===== src/rtl/muldiv_unit.sv =====
// Iterative RV32M/RV64M multiply/divide unit: one result bit per cycle, with an optional
// one-cycle path for divide-by-zero and signed-overflow divides.
//
// state | meaning
// IDLE  | waiting for a request, in_ready high
// CALC  | shift-add multiply or restoring divide, counter 0..XLEN-1
// FIX   | sign correction and result selection
// DONE  | result presented, waiting for out_ready
module muldiv_unit #(
    parameter int XLEN     = 32,
    parameter bit FASTPATH = 1'b1
) (
    input  logic            clk,
    input  logic            reset,
    input  logic            in_valid,
    output logic            in_ready,
    input  logic [2:0]      funct3,
    input  logic [XLEN-1:0] rs1,
    input  logic [XLEN-1:0] rs2,
    input  logic            kill,
    output logic            out_valid,
    input  logic            out_ready,
    output logic [XLEN-1:0] result,
    output logic            busy
);
    localparam int CW = $clog2(XLEN);
    localparam logic [CW-1:0]   CNT_LAST = CW'(XLEN - 1);
    localparam logic [XLEN-1:0] MIN_NEG  = {1'b1, {(XLEN-1){1'b0}}};

    typedef enum logic [1:0] {IDLE, CALC, FIX, DONE} state_t;

    state_t              state, state_nxt;
    logic [2:0]          op;
    logic [CW-1:0]       cnt;
    logic [XLEN-1:0]     b_abs, quo, res_q;
    logic [XLEN:0]       rem;
    logic [2*XLEN-1:0]   prod;
    logic                neg_q, neg_r;

    logic                accept, sa_in, sb_in, b_zero_in, ovf_in, special_in;
    logic [XLEN-1:0]     a_abs_in, b_abs_in, special_res;
    logic [XLEN:0]       mul_sum;
    logic [XLEN+1:0]     rem_sh;
    logic                rem_ge;
    logic [2*XLEN-1:0]   prod_f;
    logic [XLEN-1:0]     quo_f, rem_f, fix_res;

    assign in_ready  = (state == IDLE);
    assign out_valid = (state == DONE);
    assign busy      = (state != IDLE);
    assign result    = res_q;

    assign accept = in_valid && in_ready && !kill;

    always_comb begin
        sa_in       = 1'b0;
        sb_in       = 1'b0;
        special_res = '0;
        case (funct3)
            3'd1, 3'd4, 3'd6: begin
                sa_in = rs1[XLEN-1];
                sb_in = rs2[XLEN-1];
            end
            3'd2:    sa_in = rs1[XLEN-1];
            default: ;
        endcase
        a_abs_in   = sa_in ? -rs1 : rs1;
        b_abs_in   = sb_in ? -rs2 : rs2;
        b_zero_in  = (rs2 == '0);
        ovf_in     = (funct3 == 3'd4 || funct3 == 3'd6) && (rs1 == MIN_NEG) && (rs2 == '1);
        special_in = funct3[2] && (b_zero_in || ovf_in);
        if (b_zero_in)
            special_res = funct3[1] ? rs1 : '1;
        else
            special_res = funct3[1] ? '0 : MIN_NEG;
    end

    // Datapath steps; rem_sh carries the full remainder so no bit is dropped before compare.
    always_comb begin
        mul_sum = {1'b0, prod[2*XLEN-1:XLEN]} + {1'b0, (prod[0] ? b_abs : {XLEN{1'b0}})};
        rem_sh  = {rem, quo[XLEN-1]};
        rem_ge  = (rem_sh >= {2'b00, b_abs});
        prod_f  = neg_q ? -prod : prod;
        quo_f   = neg_q ? -quo : quo;
        rem_f   = neg_r ? -rem[XLEN-1:0] : rem[XLEN-1:0];
        case (op)
            3'd0:             fix_res = prod_f[XLEN-1:0];
            3'd1, 3'd2, 3'd3: fix_res = prod_f[2*XLEN-1:XLEN];
            3'd4, 3'd5:       fix_res = quo_f;
            default:          fix_res = rem_f;
        endcase
    end

    always_comb begin
        state_nxt = state;
        case (state)
            IDLE: if (accept) state_nxt = (FASTPATH && special_in) ? DONE : CALC;
            CALC: if (cnt == CNT_LAST) state_nxt = FIX;
            FIX:  state_nxt = DONE;
            DONE: if (out_ready) state_nxt = IDLE;
            default: state_nxt = IDLE;
        endcase
        if (kill) state_nxt = IDLE;
    end

    always_ff @(posedge clk) begin
        if (reset) state <= IDLE;
        else       state <= state_nxt;
    end

    always_ff @(posedge clk) begin
        if (reset) begin
            op    <= '0;
            cnt   <= '0;
            b_abs <= '0;
            quo   <= '0;
            rem   <= '0;
            prod  <= '0;
            neg_q <= 1'b0;
            neg_r <= 1'b0;
            res_q <= '0;
        end else if (!kill) begin
            case (state)
                IDLE: if (accept) begin
                    op    <= funct3;
                    cnt   <= '0;
                    b_abs <= b_abs_in;
                    // A zero divisor keeps the all-ones quotient unsigned-looking.
                    neg_q <= (sa_in ^ sb_in) && !(funct3[2] && b_zero_in);
                    neg_r <= sa_in;
                    prod  <= {{XLEN{1'b0}}, a_abs_in};
                    quo   <= a_abs_in;
                    rem   <= '0;
                    if (FASTPATH && special_in) res_q <= special_res;
                end
                CALC: begin
                    cnt <= cnt + 1'b1;
                    if (op[2]) begin
                        quo <= {quo[XLEN-2:0], rem_ge};
                        rem <= rem_ge ? (XLEN+1)'(rem_sh - {2'b00, b_abs})
                                      : (XLEN+1)'(rem_sh);
                    end else begin
                        prod <= {mul_sum, prod[XLEN-1:1]};
                    end
                end
                FIX:     res_q <= fix_res;
                default: ;
            endcase
        end
    end
endmodule


===== config.mk =====
export PLATFORM = sky130hd
export DESIGN_NAME = muldiv_unit
export DESIGN_NICKNAME = d
export VERILOG_FILES = /design/src/rtl/muldiv_unit.sv
export SDC_FILE = /design/constraint.sdc
export NUM_CORES = 1
export LEC_CHECK = 0
export ABC_AREA = 1
export BUFFER_PORTS_ARGS = -buffer_cell sky130_fd_sc_hd__buf_2
export CORE_MARGIN = 4
export CORE_UTILIZATION = 27
export DETAILED_ROUTE_END_ITERATION = 12
export PLACE_DENSITY_LB_ADDON = 0.2
export REMOVE_ABC_BUFFERS = 1
export SLEW_MARGIN = 25
export SYNTH_ARGS = -nofsm -noshare
export SYNTH_HDL_FRONTEND = slang
export SYNTH_SLANG_ARGS = --single-unit

===== constraint.sdc =====
create_clock -name clk -period 3.1 [get_ports clk]
set_input_delay 0.155 -clock clk [delete_from_list [all_inputs] [get_ports clk]]
set_output_delay 0.155 -clock clk [all_outputs]
set_load 0.01 [all_outputs]

==> results of run 1 <==
-- logic make-up after synthesis --
group | share of synthesized area (%)
adder cells (fa/ha/maj) | 5.06
AND/OR/NAND/NOR | 40.3
XOR/XNOR | 2.37
buffers and inverters | 10.7
flip-flops | 21.0
AO/OA/AOI/OAI | 20.7
-- area by class of cell --
type	count	area, sq um	area share, %
Clock inverter	11	109	0.478
Antenna cell	1	2.50	0.0110
Tap cell	950	1190	5.22
Sequential cell	205	4110	18.0
Clock buffer	43	870	3.82
Timing Repair Buffer	218	1530	6.70
Multi-Input combinational cell	2774	13400	58.8
Inverter	420	1580	6.92
-- power by group --
group	internal (W)	leakage, nW	switching, W	total, W
Sequential	0.00273	1.67	0.000135	0.00287
Combinational	0.000702	8.51	0.00168	0.00238
Clock	0.00203	0.469	0.00147	0.00350
-- path summary, 6_finish.rpt --
| check | slack [ns] | from | to | depth (start not counted) |
|---|---|---|---|---|
| worst max register to register | 0.17 | prod[0] | prod[47] | 13 |
| worst min register to register | 0.46 | result[20] | result[20] | 2 |
| worst min-delay path | 0.03 | rs1[2] | quo[2] | 3 |
| worst max-delay path | 0.17 | prod[0] | prod[47] | 13 |
-- synthesized netlist by cell type (10+ instances only) --
| cell type | count |
|---|---|
| nand3b_1 | 20 |
| clkbuf_1 | 88 |
| a21oi_1 | 362 |
| dfxtp_1 | 205 |
| buf_1 | 10 |
| buf_2 | 24 |
| nand2_1 | 972 |
| a31oi_1 | 44 |
| o21ai_0 | 239 |
| inv_1 | 410 |
| ha_1 | 76 |
| xnor2_1 | 23 |
| o211ai_1 | 45 |
| nand3_1 | 299 |
| xor2_1 | 30 |
| or2_2 | 11 |
| nand4_1 | 66 |
| nor3_1 | 42 |
| nor2_1 | 459 |
-- state kept, by name (all words and copies together) (netlist names) --
name / cells
cnt: 5
quo: 32
neg_r: 1
rem: 33
state: 2
prod: 64
op: 3
neg_q: 1
result: 32
b_abs: 32
-- stage by stage --
stage                     area (sq um)  util [%]  power [W]  setup WS (ns)  hold slack [ns]
after floorplan                  19100         -    0.00428         -0.774            0.224
after global placement           21500      30.0    0.00523          0.281            0.446
after detailed placement         21500      30.0    0.00522          0.266            0.455
after CTS                        22800      31.8    0.00875          0.242          0.00133
after global routing             22800      31.8    0.00913       0.000672           0.0307
final                            22800      31.8    0.00875          0.173           0.0255
-- layer usage --
| metal | part of all wire, % | vias to the layer above |
|---|---|---|
| li1 | - | 11900 |
| met3 | 6.2 | 122 |
| met2 | 45 | 878 |
| met5 | 0 | - |
| met1 | 46 | 11200 |
| met4 | 3.2 | 0 |
-- worst max-delay path, delay by kind of cell, from the launching register on --
kind | cells | cell delay, ns
buffers and inverters | 4 | 0.59
adders and majority gates | 1 | 0.29
and+or+nand+nor | 1 | 0.20
DFF | 1 | 0.48
AOI/OAI and AO/OA | 7 | 1.27
-- what timing repair did --
action,CTS,global route
endpoints found under the hold margin,45,0
hold buffers,30,0
setup endpoints to repair,0,2
gates resized for setup,0,1
==> flow_summary.json, run 1 <==
{
  "power_density_mw_per_mm2": 384,
  "drive_above_1_share_pct": 7.55,
  "std_cell_rows": 98,
  "cp_cell_sequence": "buf_12, nand2_1, inv_1, ha_1, a21oi_1, o21ai_0, a21oi_1, inv_1, a21oi_1, inv_1, a21oi_1, o21ai_0, a21oi_1",
  "critPathCaptureType": "flop",
  "grt_max_degree": 107,
  "use_met3_pct": 2.42,
  "area_delta_synth_final_pct": 16.3,
  "synth_top_area_share_pct": 21.0,
  "setup_tns_ns": 0,
  "yosysWarningCount": 0,
  "syn_inst": 3524,
  "grt_util_all_layers_pct": 23.3,
  "fin_skew_ns": 0.0156,
  "busiest_layer": "met2",
  "initial_utilization_pct": 27.3,
  "period_share_pct": 94.4,
  "final-hold-violation-count": 0,
  "synth-edff-count": 0,
  "portBuffers": 106,
  "setup_viol": 0,
  "nFillCells": 8325,
  "grt_pass1_wl_um": 140000,
  "cts-root-buf": "clkbuf_16",
  "leakage_nw": 10.6,
  "cts_num_sinks": 205,
  "final_nets": 3799,
  "max-vdd-ir-drop_mv": 0.386,
  "final_cell_mix": "972 x nand2_1, 456 x nor2_1, 409 x inv_1",
  "cp_max_fo": 31,
  "cp_slowest_stage_delay_ns": 0.48,
  "avgSynthCellArea_sq_um": 5.56,
  "first_iter_violations": 2446,
  "slew_headroom_pct": 35.9,
  "io_pins": 107,
  "maxSlewViolCount": 0,
  "hpwlAfterDp_um": 74700,
  "met1_usage_pct": 33.1,
  "ys_top_cells_by_area": "dfxtp_1 21%, nand2_1 19%, a21oi_1 9.3%",
  "cts_setup_buffers": 0,
  "dieArea_sq_mm": 0.0769,
  "remaining_drc_errors": 0,
  "antenna_found_initial": 2,
  "instances_no_fill": 4622,
  "final_common_cell": "nand2_1",
  "final_antenna_net_count": 0,
  "gp_congestion": 0.988,
  "hold_class": "input port to flop",
  "crit_arrival_ns": 3.45,
  "cap_violations": 0,
  "syn_area_sq_mm": 0.0196,
  "cp-start-kind": "flop",
  "clk_latency_ns": 0.59,
  "wirelength_um": 94100,
  "ys_ff_latch": 205,
  "cts_inserted_buffers": 30,
  "critPathSlowestCell": "dfxtp_1",
  "fmax_ghz": 0.342,
  "die_x_um": 277,
  "core_sq_mm": 0.0717,
  "viasPerCell": 5.20,
  "globalRouteMet2Util_pct": 37.7,
  "critical_path.most_common_cell": "a21oi_1",
  "status": "completed",
  "dr.pass1.iters": 6,
  "drt-wirelength-per-cell_um": 20.4,
  "async_reset_ff_share_pct": 0,
  "worstSetupPathType": "flop to flop",
  "dp_cells": 4537,
  "ys.flop_type": "dfxtp_1",
  "grt-ovfl-total": 0,
  "vias": 24100,
  "yosysTopAreaCell": "dfxtp_1",
  "min_period_ns": 2.93,
  "grt_pass1_vias": 21900,
  "die-height_um": 277,
  "worst_pin_slew_ns": 0.961,
  "path_clk_slew_ns": 0.06,
  "cts_max_level": 1,
  "cts_tree": "built",
  "ys_types": 50,
  "required_ns": 3.62,
  "rsz0062_at_grt": "false",
  "clock_path_buffers": 3,
  "ys_seq_area_share_pct": 21.0
}
No activity file was read; power rests on OpenSTA's default activity.
==> run 2, diff against run 1 <==
--- a/config.mk
+++ b/config.mk
@@ -7,6 +7,8 @@
 export LEC_CHECK = 0
 export ABC_AREA = 1
 export BUFFER_PORTS_ARGS = -buffer_cell sky130_fd_sc_hd__buf_2
+export CELL_PAD_IN_SITES_DETAIL_PLACEMENT = 1
+export CELL_PAD_IN_SITES_GLOBAL_PLACEMENT = 1
 export CORE_MARGIN = 4
 export CORE_UTILIZATION = 27
 export DETAILED_ROUTE_END_ITERATION = 12
==> run 2 against run 1 <==
Effect of this change:
- critical path depth is 1 higher
- combinational power hardly changed
- routed wire length is 7.7% higher
- die area stayed put
- largest power group unchanged
==> flow_summary.json, run 2 (synthesis results as in run 1) <==
{
  "status": "completed",
  "cp_max_fo": 13,
  "reg2reg_to": "rem[25]",
  "required_ns": 3.52,
  "largest_reg_flops": 64,
  "std_cell_rows": 98,
  "dr.pass1.iters": 5,
  "viasPerCell": 5.26,
  "cp-startpoint": "b_abs[12]",
  "holdWs_ns": 0.0104,
  "r2r_slack_ns": 0.22,
  "wirelength_um": 101000,
  "cts_tree": "built",
  "clk_latency_ns": 0.60,
  "min_period_ns": 2.88,
  "path_clk_slew_ns": 0.06,
  "grt_max_degree": 155,
  "final_nets": 3793,
  "grt_pass1_wl_um": 151000,
  "hpwlAfterDp_um": 81600,
  "grt-ovfl-total": 0,
  "die-height_um": 277,
  "critPathCaptureType": "flop",
  "r2r-start": "b_abs[12]",
  "setup_viol": 0,
  "grt_pass1_vias": 23700,
  "die_x_um": 277,
  "worst_pin_slew_ns": 0.982,
  "fmax_ghz": 0.347,
  "rsz0062_at_grt": "false",
  "power_density_mw_per_mm2": 379,
  "gp_congestion": 0.957,
  "portBuffers": 106,
  "dp_slack_ns": 0.0817,
  "drt-wirelength-per-cell_um": 22.0,
  "cap_violations": 0,
  "seq_power_share_pct": 33.6,
  "reg_top3": "prod: 64 flops, rem: 33 flops",
  "cts_setup_buffers": 0,
  "remaining_drc_errors": 0,
  "p_switching_w": 0.00331,
  "final-hold-violation-count": 0,
  "cts_max_level": 1,
  "antenna_found_initial": 5,
  "internal-power_w": 0.00528,
  "clock_path_buffers": 3,
  "setup_tns_ns": 0,
  "instances_no_fill": 4612,
  "period_share_pct": 93.0,
  "setup.worst_path.end": "rem[25]",
  "swShare_pct": 38.6,
  "slew_headroom_pct": 34.6,
  "first_iter_violations": 1795,
  "cts-root-buf": "clkbuf_16",
  "vias": 24200,
  "utilization_pct": 31.5,
  "cp-start-kind": "flop",
  "io_pins": 107,
  "power_frac_comb_pct": 28.1,
  "initial_utilization_pct": 27.3,
  "worstSetupPathType": "flop to flop",
  "nFillCells": 9662,
  "final_antenna_net_count": 0,
  "hold_class": "input port to flop",
  "clockPowerShare_pct": 38.3,
  "largest_register": "prod",
  "grt_util_all_layers_pct": 25.3,
  "drive_above_1_share_pct": 7.59,
  "reg2reg_depth": 14,
  "area_delta_synth_final_pct": 15.5,
  "cts_num_sinks": 205,
  "final_cell_mix": "971 x nand2_1, 456 x nor2_1, 409 x inv_1",
  "fin_skew_ns": 0.0273,
  "max-vdd-ir-drop_mv": 0.406,
  "maxSlewViolCount": 0,
  "final_common_cell": "nand2_1",
  "fin_ws_ns": 0.217,
  "cts_inserted_buffers": 29,
  "dieArea_sq_mm": 0.0769,
  "dp_cells": 4540,
  "leakage_nw": 10.6,
  "diodes": 0,
  "core_sq_mm": 0.0717,
  "crit_arrival_ns": 3.31
}
[run 2: cell count changes in the layout (fill, tap and decap cells not counted), sizes merged]
cell | previous run | this run
clkbuf | 43 | 38
dlygate4sd3 | 30 | 22
buf | 188 | 191
clkinvlp | 4 | 3
diode | 1 | 0
clkinv | 10 | 11
inv | 416 | 417
[run 2: timing repair]
item / in CTS / in global routing
hold buffers: 22 / 0
hold endpoints to repair: 21 / 0
setup endpoints to repair: 0 / 31
resized for setup: 0 / 4
[run 2: worst min-delay path by stage]
| stage | start | to | slack (ns) | cells past startpoint |
|---|---|---|---|---|
| 2_1_floorplan | reset | cnt[1] | 0.22 | 1 |
| 3_3_place_gp | kill | state[1] | 0.44 | 4 |
| 3_5_place_dp | kill | state[1] | 0.44 | 4 |
| 4_1_cts | rs1[28] | prod[28] | 0.0002 | 4 |
| 5_1_grt | rs1[28] | prod[28] | 0.04 | 4 |
| 6_report | rs2[14] | b_abs[14] | 0.01 | 4 |
[run 2: critical path, cell delays in order, from the launching register on]
cell     delay [ns]
dfxtp_1        0.49
inv_1          0.14
ha_1           0.40
nand2_1        0.12
nor2_1         0.29
nand2_1        0.14
inv_1          0.10
nand3_1        0.09
nand3_1        0.15
nand2_1        0.07
nand2_1        0.13
buf_4          0.24
nand3_1        0.18
nand2_1        0.13
a21oi_1        0.06
[run 2: layout make-up]
class / count / area (sq um) / share of cell area (%)
Multi-Input combinational cell: 2774 / 13400 / 59.3
Sequential cell: 205 / 4110 / 18.2
Inverter: 420 / 1580 / 6.97
Timing Repair Buffer: 213 / 1460 / 6.46
Tap cell: 950 / 1190 / 5.25
Clock buffer: 38 / 790 / 3.49
Clock inverter: 12 / 92.6 / 0.409
[run 2: stage by stage]
step / area [sq um] / total power, W
final: 22600 / 0.00858
after global routing: 22600 / 0.00900
after CTS: 22600 / 0.00862
after detailed placement: 21500 / 0.00529
after global placement: 21500 / 0.00528
after floorplan: 19100 / 0.00428
[run 2: power by group through the flow]
stage / sequential, W / clock (W) / combinational, W
after floorplan: 0.00289 / 0 / 0.00138
after global placement: 0.00294 / 0 / 0.00234
after detailed placement: 0.00294 / 0 / 0.00235
after CTS: 0.00288 / 0.00336 / 0.00238
after global routing: 0.00290 / 0.00345 / 0.00265
final: 0.00289 / 0.00329 / 0.00241
[run 2: metal layers]
metal	track usage [%]	wire, um	up-vias
met3	4.10	5670	153
met2	41.3	45700	592
met4	8.27	3860	2
met1	34.0	46100	11700
li1	-	-	11800
met5	0	13	-
==> run 3, diff against run 2 <==
--- a/config.mk
+++ b/config.mk
@@ -7,10 +7,11 @@
 export LEC_CHECK = 0
 export ABC_AREA = 1
 export BUFFER_PORTS_ARGS = -buffer_cell sky130_fd_sc_hd__buf_2
-export CELL_PAD_IN_SITES_DETAIL_PLACEMENT = 1
+export CELL_PAD_IN_SITES_DETAIL_PLACEMENT = 0
 export CELL_PAD_IN_SITES_GLOBAL_PLACEMENT = 1
 export CORE_MARGIN = 4
 export CORE_UTILIZATION = 27
+export CTS_CLUSTER_SIZE = 25
 export DETAILED_ROUTE_END_ITERATION = 12
 export PLACE_DENSITY_LB_ADDON = 0.2
 export REMOVE_ABC_BUFFERS = 1
==> run 3 against run 2 <==
Effect of this change:
- non-clock buffer count is 5 higher
- clock-buffer cell count is 1 lower
- cell count is 0.22% higher
- global-route usage is 0.83 points lower
- sequential cell count stayed put
- sequential power hardly changed
- cell area is 0.92% higher
- via count is 2.2% lower
- critical path type unchanged
- critical endpoint is now rem[22]
- largest power group unchanged
==> flow_summary.json, run 3 (synthesis results as in run 1) <==
{
  "worstHoldPathCells": 3,
  "reg_top3": "prod: 64 flops, rem: 33 flops",
  "cts_num_sinks": 205,
  "largest_register": "prod",
  "r2r-start": "b_abs[13]",
  "fmax_ghz": 0.346,
  "hold_class": "input port to flop",
  "gp_congestion": 0.957,
  "wirelength_um": 98400,
  "required_ns": 3.52,
  "grt-ovfl-total": 0,
  "reg2reg_depth": 13,
  "fin_skew_ns": 0.0258,
  "final_nets": 3798,
  "first_iter_violations": 2143,
  "slew_headroom_pct": 38.9,
  "reg2reg_to": "rem[22]",
  "dr.pass1.iters": 5,
  "setup_tns_ns": 0,
  "hold_path_end": "prod[2]",
  "antenna_found_initial": 5,
  "cts_max_level": 1,
  "path_clk_slew_ns": 0.06,
  "hpwlAfterDp_um": 78700,
  "final_cell_mix": "971 x nand2_1, 456 x nor2_1, 409 x inv_1",
  "viasPerCell": 5.13,
  "period_share_pct": 93.3,
  "dp_cells": 4540,
  "power_density_mw_per_mm2": 394,
  "grt_max_degree": 155,
  "nFillCells": 8302,
  "final_antenna_net_count": 0,
  "grt_pass1_wl_um": 145000,
  "total_power_w": 0.00900,
  "setup_viol": 0,
  "cp_max_fo": 13,
  "die-height_um": 277,
  "rsz0062_at_grt": "false",
  "cts_inserted_buffers": 29,
  "worstSetupPathType": "flop to flop",
  "utilization_pct": 31.8,
  "cp-start-kind": "flop",
  "remaining_drc_errors": 0,
  "crit_arrival_ns": 3.32,
  "min_period_ns": 2.89,
  "cts_tree": "built",
  "dieArea_sq_mm": 0.0769,
  "io_pins": 107,
  "drive_above_1_share_pct": 7.74,
  "r2r_slack_ns": 0.21,
  "cap_violations": 0,
  "critPathCaptureType": "flop",
  "die_x_um": 277,
  "clk_latency_ns": 0.60,
  "worst_pin_slew_ns": 0.917,
  "final_common_cell": "nand2_1",
  "cts_setup_buffers": 0,
  "grt_pass1_vias": 22100,
  "maxSlewViolCount": 0,
  "final-hold-violation-count": 0,
  "holdWs_ns": 0.0119,
  "largest_reg_flops": 64,
  "initial_utilization_pct": 27.3,
  "core_sq_mm": 0.0717,
  "vias": 23700,
  "area_delta_synth_final_pct": 16.6,
  "cts-root-buf": "clkbuf_16",
  "std_cell_rows": 98,
  "status": "completed",
  "instances_no_fill": 4622,
  "grt_util_all_layers_pct": 24.4,
  "drt-wirelength-per-cell_um": 21.3,
  "leakage_nw": 10.7,
  "portBuffers": 106,
  "max-vdd-ir-drop_mv": 0.375,
  "hp-start": "rs1[2]",
  "clock_path_buffers": 3
}
-- run 3: cell types whose count changed in the layout (fill, tap and decap cells not counted), sizes merged --
cell and change:
bufinv +4, clkbuf -1, clkinv -1, diode +1
dlygate4sd3 +5, inv +2
-- run 3: stage by stage --
step | area (sq um) | worst slack [ns]
after floorplan | 19100 | -0.774
after global placement | 21500 | 0.0733
after detailed placement | 21500 | 0.0828
after CTS | 22800 | 0.0657
after global routing | 22800 | 0.0212
final | 22800 | 0.208
-- run 3: how the worst max path moves through the flow --
stage,from,endpoint,cells past startpoint
3_5_place_dp,b_abs[13],rem[31],12
2_1_floorplan,state[1],prod[13],10
3_3_place_gp,b_abs[13],rem[23],12
6_report,b_abs[13],rem[22],13
4_1_cts,b_abs[13],rem[31],12
5_1_grt,b_abs[12],rem[22],15
-- run 3: final cells by class --
class                   instances  area, sq um  area share, %
multi-input cells            2774        13400           58.7
inverters                     420         1580           6.90
clock inverters                17          229           1.00
diodes                          1         2.50         0.0110
repair buffers                218         1510           6.62
clock buffers                  37          806           3.53
well taps                     950         1190           5.21
flip-flops and latches        205         4110           18.0
-- run 3: what timing repair did --
item / CTS / global route
endpoints found under the hold margin: 26 / 0
hold buffers: 27 / 0
endpoints found under the setup margin: 0 / 11
resized for setup: 0 / 4
-- run 3: per-layer routing --
| metal | wire, um | up-vias | track usage, % |
|---|---|---|---|
| met3 | 5820 | 146 | 3.70 |
| met2 | 43900 | 719 | 39.3 |
| met1 | 45000 | 11000 | 33.6 |
| met5 | 27 | - | 0 |
| met4 | 3660 | 4 | 7.93 |
| li1 | - | 11900 | - |
-- run 3: report_power, final --
part	total (W)	switching [W]	internal, W
Sequential	0.00288	0.000149	0.00273
Combinational	0.00240	0.00170	0.000692
Clock	0.00372	0.00147	0.00225
Total	0.00900	0.00332	0.00568
-- run 3: critical path: stages (launching register included) --
cell and delay (ns):
dfxtp_1 0.48, inv_1 0.15, ha_1 0.38, a21oi_1 0.21
o21ai_0 0.23, a21oi_2 0.26, nand3_1 0.18, nand2_1 0.10
nand2_1 0.10, buf_4 0.21, inv_2 0.14, nand2_1 0.09
nand3_1 0.13, a21oi_1 0.08
